[src/rtl/i2s_dac_tx.sv]
// I2S DAC output stage: saturating 32->16 bit scaling, small sample FIFO, mono sample sent on both channels.
// Build option UNDERRUN_HOLD_EN: on underrun repeat the last popped word instead of sending silence.

module i2s_dac_tx #(
    parameter int BCLK_HALF  = 8,
    parameter int FIFO_DEPTH = 4,
    parameter int SHIFT      = 12
) (
    input  logic                        CLK,
    input  logic                        RESET,
    input  logic [31:0]                 SAMPLE_IN,
    input  logic                        SAMPLE_VLD,
    input  logic                        CLR_FLAGS,
    output logic                        FRAME_REQ,
    output logic [$clog2(FIFO_DEPTH):0] FIFO_LEVEL,
    output logic                        OVERFLOW,
    output logic                        UNDERRUN,
    output logic                        BCLK,
    output logic                        LRCLK,
    output logic                        DACDAT
);

    localparam int PW = $clog2(FIFO_DEPTH);
    localparam int DW = $clog2(BCLK_HALF + 1);
    localparam logic [DW-1:0] DIV_LAST    = DW'(BCLK_HALF - 1);
    localparam logic [DW-1:0] DIV_ZERO    = DW'(0);
    localparam logic [PW:0]   LEVEL_FULL  = (PW+1)'(FIFO_DEPTH);
    localparam logic [PW:0]   LEVEL_EMPTY = (PW+1)'(0);
    localparam logic [PW:0]   LEVEL_ONE   = (PW+1)'(1);
    localparam logic [PW-1:0] PTR_ZERO    = PW'(0);
    localparam logic [PW-1:0] PTR_ONE     = PW'(1);
    localparam logic [5:0]    BIT_LAST    = 6'd63;

    // Gain select followed by clamping to the signed 16-bit range.
    function automatic logic [15:0] scale_sample(input logic [31:0] raw);
        logic signed [31:0] s;
        s = $signed(raw) >>> SHIFT;
        if (s > 32'sd32767) begin
            return 16'h7FFF;
        end else if (s < -32'sd32768) begin
            return 16'h8000;
        end else begin
            return s[15:0];
        end
    endfunction

    logic [DW-1:0] div_cnt_r;
    logic          bclk_r;
    logic [5:0]    bit_cnt_r;
    logic          lrclk_r;
    logic          dacdat_r;
    logic          frame_req_r;
    logic          overflow_r;
    logic          underrun_r;
    logic [PW:0]   level_r;
    logic [PW-1:0] wr_ptr_r;
    logic [PW-1:0] rd_ptr_r;
    logic [15:0]   mem_r [FIFO_DEPTH];
    logic [15:0]   word_r;

    logic          fall_s;
    logic [5:0]    bit_nxt_s;
    logic          pop_s;
    logic          empty_s;
    logic          full_s;
    logic          pop_ok_s;
    logic          push_ok_s;
    logic          und_set_s;
    logic          ovf_set_s;
    logic [3:0]    slot_idx_s;
    logic          slot_bit_s;

    assign fall_s    = bclk_r & (div_cnt_r == DIV_LAST);
    assign bit_nxt_s = bit_cnt_r + 6'd1;
    assign pop_s     = fall_s & (bit_cnt_r == BIT_LAST);
    assign empty_s   = (level_r == LEVEL_EMPTY);
    assign full_s    = (level_r == LEVEL_FULL);
    assign pop_ok_s  = pop_s & ~empty_s;
    assign und_set_s = pop_s & empty_s;
    // A full FIFO can still accept a push when a pop frees the head slot in the same cycle.
    assign push_ok_s = SAMPLE_VLD & (~full_s | pop_s);
    assign ovf_set_s = SAMPLE_VLD & full_s & ~pop_s;

    // Slot map: both channel halves carry the word MSB first, one BCLK after the LRCLK edge.
    always_comb begin
        slot_idx_s = 4'(5'd16 - bit_nxt_s[4:0]);
        if ((bit_nxt_s[4:0] != 5'd0) && (bit_nxt_s[4:0] <= 5'd16)) begin
            slot_bit_s = word_r[slot_idx_s];
        end else begin
            slot_bit_s = 1'b0;
        end
    end

    // Bit clock divider, frame bit counter and serial outputs.
    always_ff @(posedge CLK) begin
        if (RESET) begin
            div_cnt_r   <= DIV_ZERO;
            bclk_r      <= 1'b0;
            bit_cnt_r   <= BIT_LAST;
            lrclk_r     <= 1'b1;
            dacdat_r    <= 1'b0;
            frame_req_r <= 1'b0;
        end else begin
            frame_req_r <= pop_s;
            if (div_cnt_r == DIV_LAST) begin
                div_cnt_r <= DIV_ZERO;
                bclk_r    <= ~bclk_r;
            end else begin
                div_cnt_r <= div_cnt_r + DW'(1);
            end
            if (fall_s) begin
                bit_cnt_r <= bit_nxt_s;
                lrclk_r   <= bit_nxt_s[5];
                dacdat_r  <= slot_bit_s;
            end
        end
    end

    // Sample FIFO and output word register; pop always sees the pre-cycle FIFO state.
    always_ff @(posedge CLK) begin
        if (RESET) begin
            level_r  <= LEVEL_EMPTY;
            wr_ptr_r <= PTR_ZERO;
            rd_ptr_r <= PTR_ZERO;
            word_r   <= 16'h0000;
            for (int i = 0; i < FIFO_DEPTH; i++) begin
                mem_r[i] <= 16'h0000;
            end
        end else begin
            if (push_ok_s) begin
                mem_r[wr_ptr_r] <= scale_sample(SAMPLE_IN);
                wr_ptr_r        <= wr_ptr_r + PTR_ONE;
            end
            if (pop_ok_s) begin
                word_r   <= mem_r[rd_ptr_r];
                rd_ptr_r <= rd_ptr_r + PTR_ONE;
            end else if (und_set_s) begin
`ifdef UNDERRUN_HOLD_EN
                word_r <= word_r;
`else
                word_r <= 16'h0000;
`endif
            end
            case ({push_ok_s, pop_ok_s})
                2'b10:   level_r <= level_r + LEVEL_ONE;
                2'b01:   level_r <= level_r - LEVEL_ONE;
                default: level_r <= level_r;
            endcase
        end
    end

    // Sticky status flags; a set event in the same cycle beats the clear.
    always_ff @(posedge CLK) begin
        if (RESET) begin
            overflow_r <= 1'b0;
            underrun_r <= 1'b0;
        end else begin
            if (ovf_set_s) begin
                overflow_r <= 1'b1;
            end else if (CLR_FLAGS) begin
                overflow_r <= 1'b0;
            end
            if (und_set_s) begin
                underrun_r <= 1'b1;
            end else if (CLR_FLAGS) begin
                underrun_r <= 1'b0;
            end
        end
    end

    assign FRAME_REQ  = frame_req_r;
    assign FIFO_LEVEL = level_r;
    assign OVERFLOW   = overflow_r;
    assign UNDERRUN   = underrun_r;
    assign BCLK       = bclk_r;
    assign LRCLK      = lrclk_r;
    assign DACDAT     = dacdat_r;

endmodule

[config.mk]
export PLATFORM = sky130hd
export DESIGN_NAME = i2s_dac_tx
export DESIGN_NICKNAME = d
export VERILOG_FILES = /design/src/rtl/i2s_dac_tx.sv
export SDC_FILE = /design/constraint.sdc
export NUM_CORES = 1
export LEC_CHECK = 0
export ABC_CLOCK_PERIOD_IN_PS = 7850
export CAP_MARGIN = 40
export CELL_PAD_IN_SITES_DETAIL_PLACEMENT = 0
export CELL_PAD_IN_SITES_GLOBAL_PLACEMENT = 1
export CORE_MARGIN = 4
export CORE_UTILIZATION = 40
export DETAILED_ROUTE_END_ITERATION = 8
export PLACE_DENSITY_LB_ADDON = 0.1
export SETUP_SLACK_MARGIN = 0.5
export SLEW_MARGIN = 20
export SYNTH_ARGS = -nofsm -noshare
export SYNTH_HDL_FRONTEND = slang
export SYNTH_SLANG_ARGS = --single-unit
[constraint.sdc]
create_clock -name CLK -period 7.85 [get_ports CLK]
set_input_delay 0.785 -clock CLK [delete_from_list [all_inputs] [get_ports CLK]]
set_output_delay 0.785 -clock CLK [all_outputs]
set_load 0.005 [all_outputs]
# Yosys cells after proc, flatten, opt, wreduce, memory -nomap -nowiden
# Memory sizes are Yosys's and may differ from the RTL's. A register that Yosys moved wholly into a read port is not among the register bits.
# Index checks and enable logic that the tools add are counted.
[totals]
word_cells = 73
regBits = 39
ram_bits = 64
in_bits = 36
n_memories = 1
out_inout_bits = 9
[memory_table]
columns = ["memory", "depth", "word_bits", "rd", "rd_ports_with_merged_regs", "write_ports", "line", "source"]
rows = [
  ["mem_r", 4, 16, 1, 1, 4, "58", "logic [15:0] mem_r [FIFO_DEPTH];"],
]
[classes]
n_mux = 23
n_reduce_logical = 9
eq_ne = 5
bitwise = 12
n_addsub = 7
magnitude_cmp = 4
[ops]
columns = ["op", "n"]
rows = [
  ["two-way mux 16 bit", 7],
  ["> comparator 20 x 16 -> 1 bit, second input constant", 1],
  ["< comparator 20 x 16 -> 1 bit, second input constant", 1],
  ["OR reduction 16 bit", 1],
  ["two-way mux 1 bit", 11],
  ["nonzero test 2 bit", 4],
  ["bitwise AND 1 bit", 7],
  ["adder 6 x 1 -> 6 bit, second input constant", 1],
  ["== test 6 bit, second input constant", 1],
  ["two-way mux 2 bit", 3],
  ["case mux 3 bit (2 select lines)", 1],
  ["less-or-equal comparator 5 bit, second input constant", 1],
  ["< comparator 4 x 5 -> 1 bit, second input constant", 1],
  ["nonzero test 5 bit", 1],
  ["adder 2 x 1 -> 2 bit, second input constant", 2],
  ["adder 4 x 1 -> 4 bit, second input constant", 1],
  ["binary-select mux 1 bit (select 4 bit)", 1],
  ["== test 4 x 3 -> 1 bit, second input constant", 1],
  ["inverter 1 bit", 4],
  ["subtractor 1 x 4 -> 4 bit, first input constant", 1],
  ["adder 3 x 1 -> 3 bit, second input constant", 1],
  ["== test 3 bit, second input constant", 1],
  ["zero test 3 bit", 1],
  ["subtractor 3 x 1 -> 3 bit, second input constant", 1],
  ["5 further kinds", 5],
]

# Depth between registers and ports, before layout
# Gate-level depths: netlist (run 1).
[depth]
depth_word = 10
ltp_mapped = 12
depth_no_buf = 11

# Least setup slack after synthesis (run 1)
# Ideal clock, no wire load.
[synth_timing]
kind = "register to register"
from = "register div_cnt_r[0]"
to = "register level_r[2] (netlist: FIFO_LEVEL[2])"
setup_ns = 0.071
required_ns = 7.779
arrival_time_ns = 2.814
path_stages_with_launch = 13
n_path_buf = 2
slack_ns = 4.966
synth_period_minus_slack_ns = 2.884
cell_sequence = "dfxtp_1 ha_1 and4b_1 buf_4 nand4_4 nor2_1 buf_2 ha_1 inv_1 fa_1 xor2_1 or3_1 a21oi_1"
[synth_between]
word_cells_on_any_way = 10
cone_classes = "eq/ne: 3; mux: 1; bitwise: 5; reduce/logical: 1"
[synth_rtl]
columns = ["item", "line", "source"]
rows = [
  ["start, declared", "47", "logic [DW-1:0] div_cnt_r;"],
  ["start signal, assigned", "109", "div_cnt_r <= div_cnt_r + DW'(1);"],
  ["== test 4 x 3 -> 1 bit *", "73", "assign fall_s = bclk_r & (div_cnt_r == DIV_LAST);"],
  ["bitwise AND 1 bit *", "73", ""],
  ["bitwise AND 1 bit *", "75", "assign pop_s = fall_s & (bit_cnt_r == BIT_LAST);"],
  ["bitwise AND 1 bit *", "78", "assign pop_ok_s = pop_s & ~empty_s;"],
  ["named net pop_ok_s", "66", "logic pop_ok_s;"],
  ["== test 2 x 1 -> 1 bit / == test 2 bit (equally long branches)", "144", "case ({push_ok_s, pop_ok_s})"],
  ["case mux 3 bit (2 select lines) / nonzero test 2 bit (equally long branches)", "-", ""],
  ["end signal, assigned", "145", "2'b10: level_r <= level_r + LEVEL_ONE;"],
  ["end signal, assigned", "146", "2'b01: level_r <= level_r - LEVEL_ONE;"],
  ["end signal, assigned", "147", "default: level_r <= level_r;"],
  ["end, declared", "55", "logic [PW:0] level_r;"],
]
# Mark *: on every way through the listed nets, which the timed path passes. The rest lies on a longest branch.
# A chain may end at the register's enable or synchronous reset.

# Worst setup path in the final report (run 1)
[layout_timing]
from = "register bit_cnt_r[0]"
to = "register level_r[2] (netlist: FIFO_LEVEL[2])"
[layout_between]
elab_chain_len = 6
word_cells_on_any_way = 9
cone_classes = "eq/ne: 3; mux: 1; bitwise: 4; reduce/logical: 1"
[layout_rtl]
columns = ["item", "line", "source"]
rows = [
  ["start, declared", "49", "logic [5:0] bit_cnt_r;"],
  ["start signal, assigned", "112", "bit_cnt_r <= bit_nxt_s;"],
  ["== test 6 bit *", "75", ""],
  ["bitwise AND 1 bit *", "75", ""],
  ["bitwise OR 1 bit", "81", "assign push_ok_s = SAMPLE_VLD & (~full_s | pop_s);"],
  ["bitwise AND 1 bit", "81", ""],
  ["== test 2 x 1 -> 1 bit / == test 2 bit (equally long branches)", "144", ""],
  ["case mux 3 bit (2 select lines) / nonzero test 2 bit (equally long branches)", "-", ""],
]
# Every way passes the cells marked *; elsewhere a longest branch is shown, timed or not.

==> results of run 1 <==
-- synthesized netlist by cell type, drive strengths merged, types with 2 or more instances --
cell type	count
nor2	113
edfxtp	64
dfxtp	40
mux4	20
a22oi	16
clkbuf	16
buf	9
nand2	9
inv	8
a21oi	7
xnor2	7
xor2	7
nand2b	5
nand4	5
nor3	5
and3	4
ha	4
nand3	4
or3	4
nand3b	3
o21bai	3
a31oi	2
nor3b	2
nor4	2
o21ai	2
-- critical path: cells and delay by family (launching register included) --
kind | cells | cell delay [ns]
adder cells (fa/ha/maj) | 3 | 1.09
AND/OR/NAND/NOR | 3 | 0.91
flip-flops | 1 | 0.60
buffers and inverters | 2 | 0.32
XOR/XNOR | 1 | 0.15
AO/OA/AOI/OAI | 1 | 0.13
-- sequential cells by signal, indices dropped and copies added, names as in the netlist, named ones only --
| name | flops |
|---|---|
| wr_ptr_r | 2 |
| UNDERRUN | 1 |
| div_cnt_r | 4 |
| DACDAT | 1 |
| FRAME_REQ | 1 |
| FIFO_LEVEL | 3 |
| BCLK | 1 |
| word_r | 16 |
| bit_cnt_r | 6 |
| mem_r | 64 |
| OVERFLOW | 1 |
| rd_ptr_r | 2 |
-- routing by layer --
metal  global-route usage (%)  wire length (um)  vias to the layer above
li1                         -                 -                     1395
met1                     18.9              4280                     1384
met2                     25.9              4590                       35
met3                     4.60               310                        7
met4                     3.76                77                        0
met5                        0                 0                        -
-- area by class of cell --
type                            count  area [um^2]
Clock inverter                      7         60.1
Clock buffer                        9          225
Sequential cell                   104         2720
Multi-Input combinational cell    238         1690
Timing Repair Buffer               41          399
Inverter                            8         30.0
Tap cell                          140          175
Fill cell                         995         5690
-- placed cells by master (no fill, tap or decap), types with 2 or more instances in the layout --
cell             synthesis  layout
inv_1                    8       8
o21ai_0                  2       2
mux4_2                  20      20
nand4_1                  4       4
inv_6                    0       3
buf_6                    1       3
buf_4                    2       6
nor2_2                  10      10
a21oi_1                  7       7
or3_1                    4       4
inv_8                    0       2
and3_1                   4       4
clkdlybuf4s50_1          0      32
edfxtp_1                64      64
nand2b_1                 5       5
nand3_1                  4       4
xnor2_1                  7       7
a22oi_1                 16      16
nor2_1                 103     103
o21bai_1                 3       3
nor3b_1                  2       2
nor3_1                   5       5
nor4_1                   2       2
dfxtp_1                 40      40
xor2_1                   7       7
nand3b_1                 3       3
ha_1                     4       4
clkbuf_16                0       9
nand2_1                  8       8
-- where the power goes --
group / switching, mW / internal [mW]
registers: 0.0104 / 0.608
clock network: 0.213 / 0.222
logic: 0.0429 / 0.0339
-- logic make-up (layout without fill, tap and decap cells) --
logic type | after synthesis | count (layout) | synth area share (%)
simple gates | 161 | 161 | 16.7
flops | 104 | 104 | 59.8
compound gates | 37 | 37 | 5.99
buf+inv | 33 | 65 | 3.21
mux | 21 | 21 | 10.1
xor+xnor | 14 | 14 | 2.69
fa+ha+maj | 5 | 5 | 1.54
-- how the worst min path moves through the flow --
stage | endpoint | start | slack [ns]
2_1_floorplan | div_cnt_r[0] | div_cnt_r[0] | 0.43
3_3_place_gp | div_cnt_r[0] | div_cnt_r[0] | 0.45
3_5_place_dp | div_cnt_r[0] | div_cnt_r[0] | 0.45
4_1_cts | div_cnt_r[0] | div_cnt_r[0] | 0.46
5_1_grt | div_cnt_r[0] | div_cnt_r[0] | 0.49
6_report | div_cnt_r[0] | div_cnt_r[0] | 0.46
-- through the flow --
| stage | utilization, % | cell area, um^2 |
|---|---|---|
| 6_report | 48.2 | 5300 |
| 5_1_grt | 48.2 | 5300 |
| 4_1_cts | 48.2 | 5300 |
| 3_5_place_dp | 45.6 | 5010 |
| 3_3_place_gp | 45.3 | 4980 |
| 2_1_floorplan | - | 4550 |
==> impl_metrics.yaml, run 1 <==
outcome:
  outcome: "finished, final reports clean"
drt:
  drc: 0
  drt_iter0_markers: 299
  vias_per_cell: 5.16
  vias: 2821
  wl_mm: 9.26
  firstDrtPassIters: 4
  postRouteAntennaNets: 0
  wl_per_cell_um: 16.9
placed_design:
  port_buffers: 32
  gp_congestion: 0.738
  place_inst: 531
  hpwl_mm: 5.81
  dp_slack_ns: 4.55
timing:
  whs_ns: 0.455
  slew_headroom_pct: 47.4
  worst_pin_slew_ns: 0.788
  fmax_mhz: 305
  final_hold_viol_count: 0
  setup-tns-final_ns: 0
  drv_slew: 0
  setup_slack_ns: 4.57
  rsz0062_at_grt: "false"
  finalSetupViolations: 0
  layout_min_cycle_time_ns: 3.28
  skew_ns: 0.0121
  min_period_over_period_pct: 41.7
grt:
  antenna_found_initial: 0
  first_global_vias: 2845
  grt_max_degree: 47
  grt_pass1_wl_mm: 15.3
  grt-ovfl-total: 0
  grt_usage_pct: 15.2
clock_tree:
  clkLatencyLatePin_ns: 0.35
  clk_pin_slew_worst_paths_ns: 0.07
  cts-root-buf: "clkbuf_16"
  cts_tree: "built"
  cts_resized: 0
  clock_sinks: 104
  htreeDepth: 3
  post_cts_buffers: 0
  cts_buffer_depth: 2
  ctsHoldBuffers: 0
  cts_inserted_buffers: 9
floorplan:
  rows: 38
  dieHeight_um: 115
  initial_core_util_pct: 41.5
  core_um2: 11000
  io_pins: 45
  die_area_um2: 13200
  die_w_um: 115
synth:
  synth_area_leaders: "edfxtp_1 42%, dfxtp_1 18%, mux4_2 9.9%"
  synth_enable_flop_cells: 64
  ys.flop_type: "edfxtp_1"
  avgSynthCellArea_um2: 12.1
  ys_async_sr_fraction_pct: 0
  synth_nets: 416
  synth_cells: 375
  yosysSeqAreaShare_pct: 59.8
  yosysTopAreaCell: "edfxtp_1"
  synth.top_cell.area_share_pct: 42.2
  ys_seq_elements: 104
  yosys_warnings: 0
  netlist_area_um2: 4550
  yosysUniqueCellTypes: 45
worst_setup_path:
  worstSetupEndpointType: "flip-flop"
  crit_arrival_ns: 3.56
  r2r_setup_slack_ns: 4.57
  rr_worst_depth: 10
  crit_path_start_kind: "flip-flop"
  endpoint: "FIFO_LEVEL[2]"
  slowest_delay_ns: 0.60
  crit_type: "flip-flop to flip-flop"
  worstPathMaxFanout: 21
  r2r_start: "bit_cnt_r[0]"
  cp_common_cell: "ha_1"
  crit_start: "bit_cnt_r[0]"
  r2r-end: "FIFO_LEVEL[2]"
  critical_path_required_ns: 8.13
  crit_slowest_cell: "dfxtp_1"
  path_cells: "ha_1 > nand4_4 > nor2_1 > buf_4 > ha_1 > inv_1 > fa_1 > xor2_1 > or3_1 > a21oi_1"
finish:
  area_growth_pct: 16.3
  drive_gt1_share_pct: 14.7
  n_antenna_cell: 0
  nNetsFinal: 443
  stdcell_count: 547
pwr:
  power_mw: 1.13
  p_per_area_nw_per_um2: 213
  peakVddDrop_v: 0.000171
  leakagePower_nw: 1.95
flow_run:
  maxCapViolations: 0
min_path:
  hold_depth: 1
  hp-class: "flip-flop to flip-flop"
No activity file was read; power rests on OpenSTA's default activity.
==> run 2: changes to the inputs <==
Settings changed: ABC_CLOCK_PERIOD_IN_PS 7850 to 3100.
Clock period 7.85 ns to 3.1 ns, I/O delays scaled along.
==> impl_metrics.yaml, run 2 (synthesis gave the netlist of run 1 again) <==
outcome:
  outcome: "finished, final reports clean"
pwr:
  switchingPower_mw: 0.641
  p_per_area_nw_per_um2: 526
  clkPwrFrac_pct: 37.5
  leakagePower_nw: 1.99
  seq_power_share_pct: 55.4
  switching_share_pct: 22.7
  intPower_mw: 2.19
  peakVddDrop_v: 0.000266
  combPwrFrac_pct: 7.1
floorplan:
  die_w_um: 115
  die_area_um2: 13200
  core_um2: 11000
  dieHeight_um: 115
  rows: 38
  initial_core_util_pct: 41.5
  io_pins: 45
clock_tree:
  cts-root-buf: "clkbuf_16"
  cts_inserted_buffers: 9
  ctsHoldBuffers: 0
  htreeDepth: 3
  cts_buffer_depth: 2
  clock_sinks: 104
  clkLatencyLatePin_ns: 0.34
  clk_pin_slew_worst_paths_ns: 0.07
  cts_tree: "built"
timing:
  rsz0062_at_grt: "true"
  layout_min_cycle_time_ns: 2.46
  final_hold_viol_count: 0
  drv_slew: 0
  finalSetupViolations: 0
  min_period_over_period_pct: 79.4
  slew_headroom_pct: 66.1
  worst_pin_slew_ns: 0.508
  setup-tns-final_ns: 0
  fmax_mhz: 406
  skew_ns: 0.00939
drt:
  postRouteAntennaNets: 0
  vias: 2871
  wl_per_cell_um: 16.3
  wl_mm: 9.06
  drc: 0
  firstDrtPassIters: 7
  vias_per_cell: 5.16
  drt_iter0_markers: 228
finish:
  top_regs: "mem_r (64), word_r (16), bit_cnt_r (6)"
  filler_cell_count: 1032
  layout_common_cells: "102 x nor2_1, 64 x edfxtp_1, 40 x dfxtp_1"
  stdcell_count: 556
  drive_gt1_share_pct: 18.0
  largest-register: "mem_r"
  final-seq-area_um2: 2720
  area_growth_pct: 18.0
  n_antenna_cell: 0
  nNetsFinal: 452
  multi_input_area_um2: 1710
  largest_register_ff_count: 64
  layout_commonest_cell: "nor2_1"
placed_design:
  place_inst: 537
  port_buffers: 32
  hpwl_mm: 5.83
  gp_congestion: 0.716
min_path:
  hp-class: "flip-flop to flip-flop"
grt:
  grt_pass1_wl_mm: 15.2
  first_global_vias: 2889
  grt-ovfl-total: 0
  grt_max_degree: 46
  grt_usage_pct: 15.2
  antenna_found_initial: 0
flow_run:
  maxCapViolations: 0
worst_setup_path:
  crit_arrival_ns: 2.73
  worstPathMaxFanout: 4
  crit_type: "flip-flop to flip-flop"
  worstSetupEndpointType: "flip-flop"
  critical_path_required_ns: 3.37
  crit_path_start_kind: "flip-flop"
==> run 2: layout make-up <==
type                            count  share of cell area, %
Clock buffer                       11                   4.33
Tap cell                          140                   3.26
Multi-Input combinational cell    238                   31.8
Sequential cell                   104                   50.7
Clock inverter                      5                  0.768
Timing Repair Buffer               50                   8.68
Inverter                            8                  0.559
==> run 2: critical path: stages, from the launching register on <==
cell	delay, ns
dfxtp_1	0.33
ha_1	0.25
and4b_2	0.27
nand4_4	0.14
a31oi_4	0.14
inv_2	0.09
ha_2	0.17
inv_1	0.05
fa_1	0.37
xor2_1	0.16
or3_1	0.30
a21oi_1	0.13
==> run 2: metal layers <==
| layer | part of all wire (%) | GRT usage [%] |
|---|---|---|
| met5 | 0 | 0 |
| met4 | 1.2 | 4.46 |
| met2 | 50 | 25.2 |
| met1 | 45 | 20.1 |
| met3 | 3.3 | 3.33 |
==> run 2: repair_timing <==
item,in CTS,in global routing
pin swaps,1,0
setup buffers,1,1
endpoints found under the setup margin,3,2
gates resized for setup,0,4
==> run 2: power by group through the flow <==
stage / Combinational (mW) / Clock [mW] / Sequential, mW
floorplan: 0.125 / 0 / 1.59
global placement: 0.200 / 0 / 1.60
detailed placement: 0.202 / 0 / 1.60
CTS: 0.204 / 1.09 / 1.57
global route: 0.223 / 1.15 / 1.57
finish: 0.201 / 1.06 / 1.57
==> run 2: metrics by stage <==
step | instance area, um^2 | power (mW) | hold WS, ns | utilization, % | setup slack, ns
floorplan | 4570 | 1.71 | 0.433 | - | 0.450
global placement | 5050 | 1.80 | 0.444 | 46.0 | 0.500
detailed placement | 5060 | 1.80 | 0.447 | 46.1 | 0.484
CTS | 5350 | 2.86 | 0.456 | 48.7 | 0.562
global route | 5380 | 2.95 | 0.467 | 48.9 | 0.496
finish | 5380 | 2.83 | 0.457 | 48.9 | 0.640
==> run 2: path summary, 6_finish.rpt <==
kind,startpoint,end,slack [ns],cells past startpoint
hold / removal,OVERFLOW,OVERFLOW,0.46,2
setup / recovery,div_cnt_r[0],FIFO_LEVEL[2],0.64,11
hold reg to reg,OVERFLOW,OVERFLOW,0.46,2
setup reg to reg,div_cnt_r[0],FIFO_LEVEL[2],0.64,11
==> run 3: changes to the inputs <==
Settings changed: ABC_CLOCK_PERIOD_IN_PS 3100 to 2300.
Clock period 3.1 ns to 2.3 ns, I/O delays scaled along.
==> impl_metrics.yaml, run 3 (synthesis gave the netlist of run 1 again) <==
outcome:
  outcome: "finished, final reports clean"
drt:
  postRouteAntennaNets: 0
  firstDrtPassIters: 4
  drc: 0
  wl_per_cell_um: 18.2
  vias: 3075
  vias_per_cell: 5.27
  drt_iter0_markers: 218
  wl_mm: 10.6
clock_tree:
  cts_buffer_depth: 2
  clkLatencyLatePin_ns: 0.35
  cts_tree: "built"
  cts_inserted_buffers: 9
  clock_sinks: 104
  ctsHoldBuffers: 0
  clk_pin_slew_worst_paths_ns: 0.06
  cts-root-buf: "clkbuf_16"
  htreeDepth: 3
finish:
  top_regs: "mem_r (64), word_r (16), bit_cnt_r (6)"
  drive_gt1_share_pct: 37.9
  largest-register: "mem_r"
  layout_commonest_cell: "edfxtp_1"
  largest_register_ff_count: 64
  layout_common_cells: "64 x edfxtp_1, 57 x nor2_1, 44 x nor2_4"
  n_antenna_cell: 0
  stdcell_count: 583
  utilization_pct: 57.4
  nNetsFinal: 479
  area_growth_pct: 38.5
grt:
  grt_pass1_wl_mm: 16.1
  grt_max_degree: 46
  antenna_found_initial: 0
  grt-ovfl-total: 0
  first_global_vias: 3033
  grt_usage_pct: 16.1
timing:
  worst_pin_slew_ns: 0.984
  rsz0062_at_grt: "true"
  finalSetupViolations: 0
  final_hold_viol_count: 0
  skew_ns: 0.00701
  min_period_over_period_pct: 97.1
  drv_slew: 0
  setup_slack_ns: 0.0673
  fmax_mhz: 448
  whs_ns: 0.464
  setup-tns-final_ns: 0
  layout_min_cycle_time_ns: 2.23
  slew_headroom_pct: 34.4
placed_design:
  dp_slack_ns: 0.0502
  gp_congestion: 0.677
  port_buffers: 32
  hpwl_mm: 5.91
  place_inst: 538
worst_setup_path:
  r2r_start: "div_cnt_r[0]"
  slowest_delay_ns: 0.33
  r2r_setup_slack_ns: 0.07
  path_delay_family: "simple AND/OR/NAND/NOR gates"
  endpoint: "FIFO_LEVEL[2]"
  crit_arrival_ns: 2.51
  r2r-end: "FIFO_LEVEL[2]"
  critPathBufInv: 2
  crit_slowest_cell: "dfxtp_2"
  critical_path_depth: 11
  path_cells: "ha_4 > and4b_2 > nand4_4 > a31oi_4 > inv_2 > ha_4 > inv_2 > fa_2 > xor2_1 > or3_1 > a21oi_1"
  crit_start: "div_cnt_r[0]"
  worstPathMaxFanout: 3
  crit_type: "flip-flop to flip-flop"
  worstSetupEndpointType: "flip-flop"
  rr_worst_depth: 11
  crit_path_start_kind: "flip-flop"
  critical_path_required_ns: 2.58
pwr:
  intPower_mw: 3.01
  clkPwrFrac_pct: 35.6
  seq_power_share_pct: 53.7
  p_per_area_nw_per_um2: 625
  leakagePower_nw: 2.25
  combPwrFrac_pct: 10.7
  peakVddDrop_v: 0.000536
  switching_share_pct: 23.7
  switchingPower_mw: 0.936
floorplan:
  core_um2: 11000
  initial_core_util_pct: 41.5
  dieHeight_um: 115
  die_area_um2: 13200
  die_w_um: 115
  io_pins: 45
  rows: 38
min_path:
  hp-class: "flip-flop to flip-flop"
flow_run:
  maxCapViolations: 0
[run 3: worst reg2reg max path, stage by stage (launching register included)]
cell	delay [ns]
dfxtp_2	0.33
ha_4	0.15
and4b_2	0.24
nand4_4	0.15
a31oi_4	0.12
inv_2	0.10
ha_4	0.13
inv_2	0.03
fa_2	0.32
xor2_1	0.15
or3_1	0.30
a21oi_1	0.14
[run 3: power groups by stage]
stage          Clock [mW]  Combinational, mW  Sequential [mW]
3_3_place_gp            0              0.290             2.15
2_1_floorplan           0              0.185             2.14
5_1_grt              1.52              0.450             2.13
4_1_cts              1.44              0.341             2.12
3_5_place_dp            0              0.294             2.16
6_report             1.40              0.423             2.12
[run 3: area by class of cell]
| class | count | area [um^2] |
|---|---|---|
| Clock buffer | 9 | 225 |
| Clock inverter | 7 | 45.0 |
| Fill cell | 918 | 4680 |
| Inverter | 8 | 30.0 |
| Multi-Input combinational cell | 239 | 2210 |
| Sequential cell | 104 | 2730 |
| Tap cell | 140 | 175 |
| Timing Repair Buffer | 76 | 891 |
[run 3: worst min-delay path by stage]
stage / start / to / slack (ns) / depth (start not counted)
6_report: OVERFLOW / OVERFLOW / 0.46 / 2
5_1_grt: OVERFLOW / OVERFLOW / 0.49 / 2
3_3_place_gp: div_cnt_r[0] / div_cnt_r[0] / 0.44 / 1
2_1_floorplan: SAMPLE_VLD / OVERFLOW / 0.40 / 2
4_1_cts: OVERFLOW / OVERFLOW / 0.46 / 2
3_5_place_dp: div_cnt_r[0] / div_cnt_r[0] / 0.45 / 1
[run 3: layer usage]
layer | up-vias | wire length [um] | track usage (%)
met5 | - | 0 | 0
met4 | 0 | 104 | 4.93
met3 | 9 | 479 | 3.86
met2 | 61 | 5490 | 28.1
met1 | 1531 | 4530 | 20.0
li1 | 1474 | - | -
[run 3: repair_timing]
action	4_1_cts	5_1_grt
setup buffers	16	8
gates resized for setup	21	112
cloned	2	3
pin swaps	14	20
endpoints found under the setup margin	131	138
[run 3: stage by stage]
step | power (mW) | instance area [um^2]
CTS | 3.90 | 5710
detailed placement | 2.45 | 5180
finish | 3.94 | 6310
floorplan | 2.32 | 4700
global placement | 2.44 | 5180
global route | 4.09 | 6310
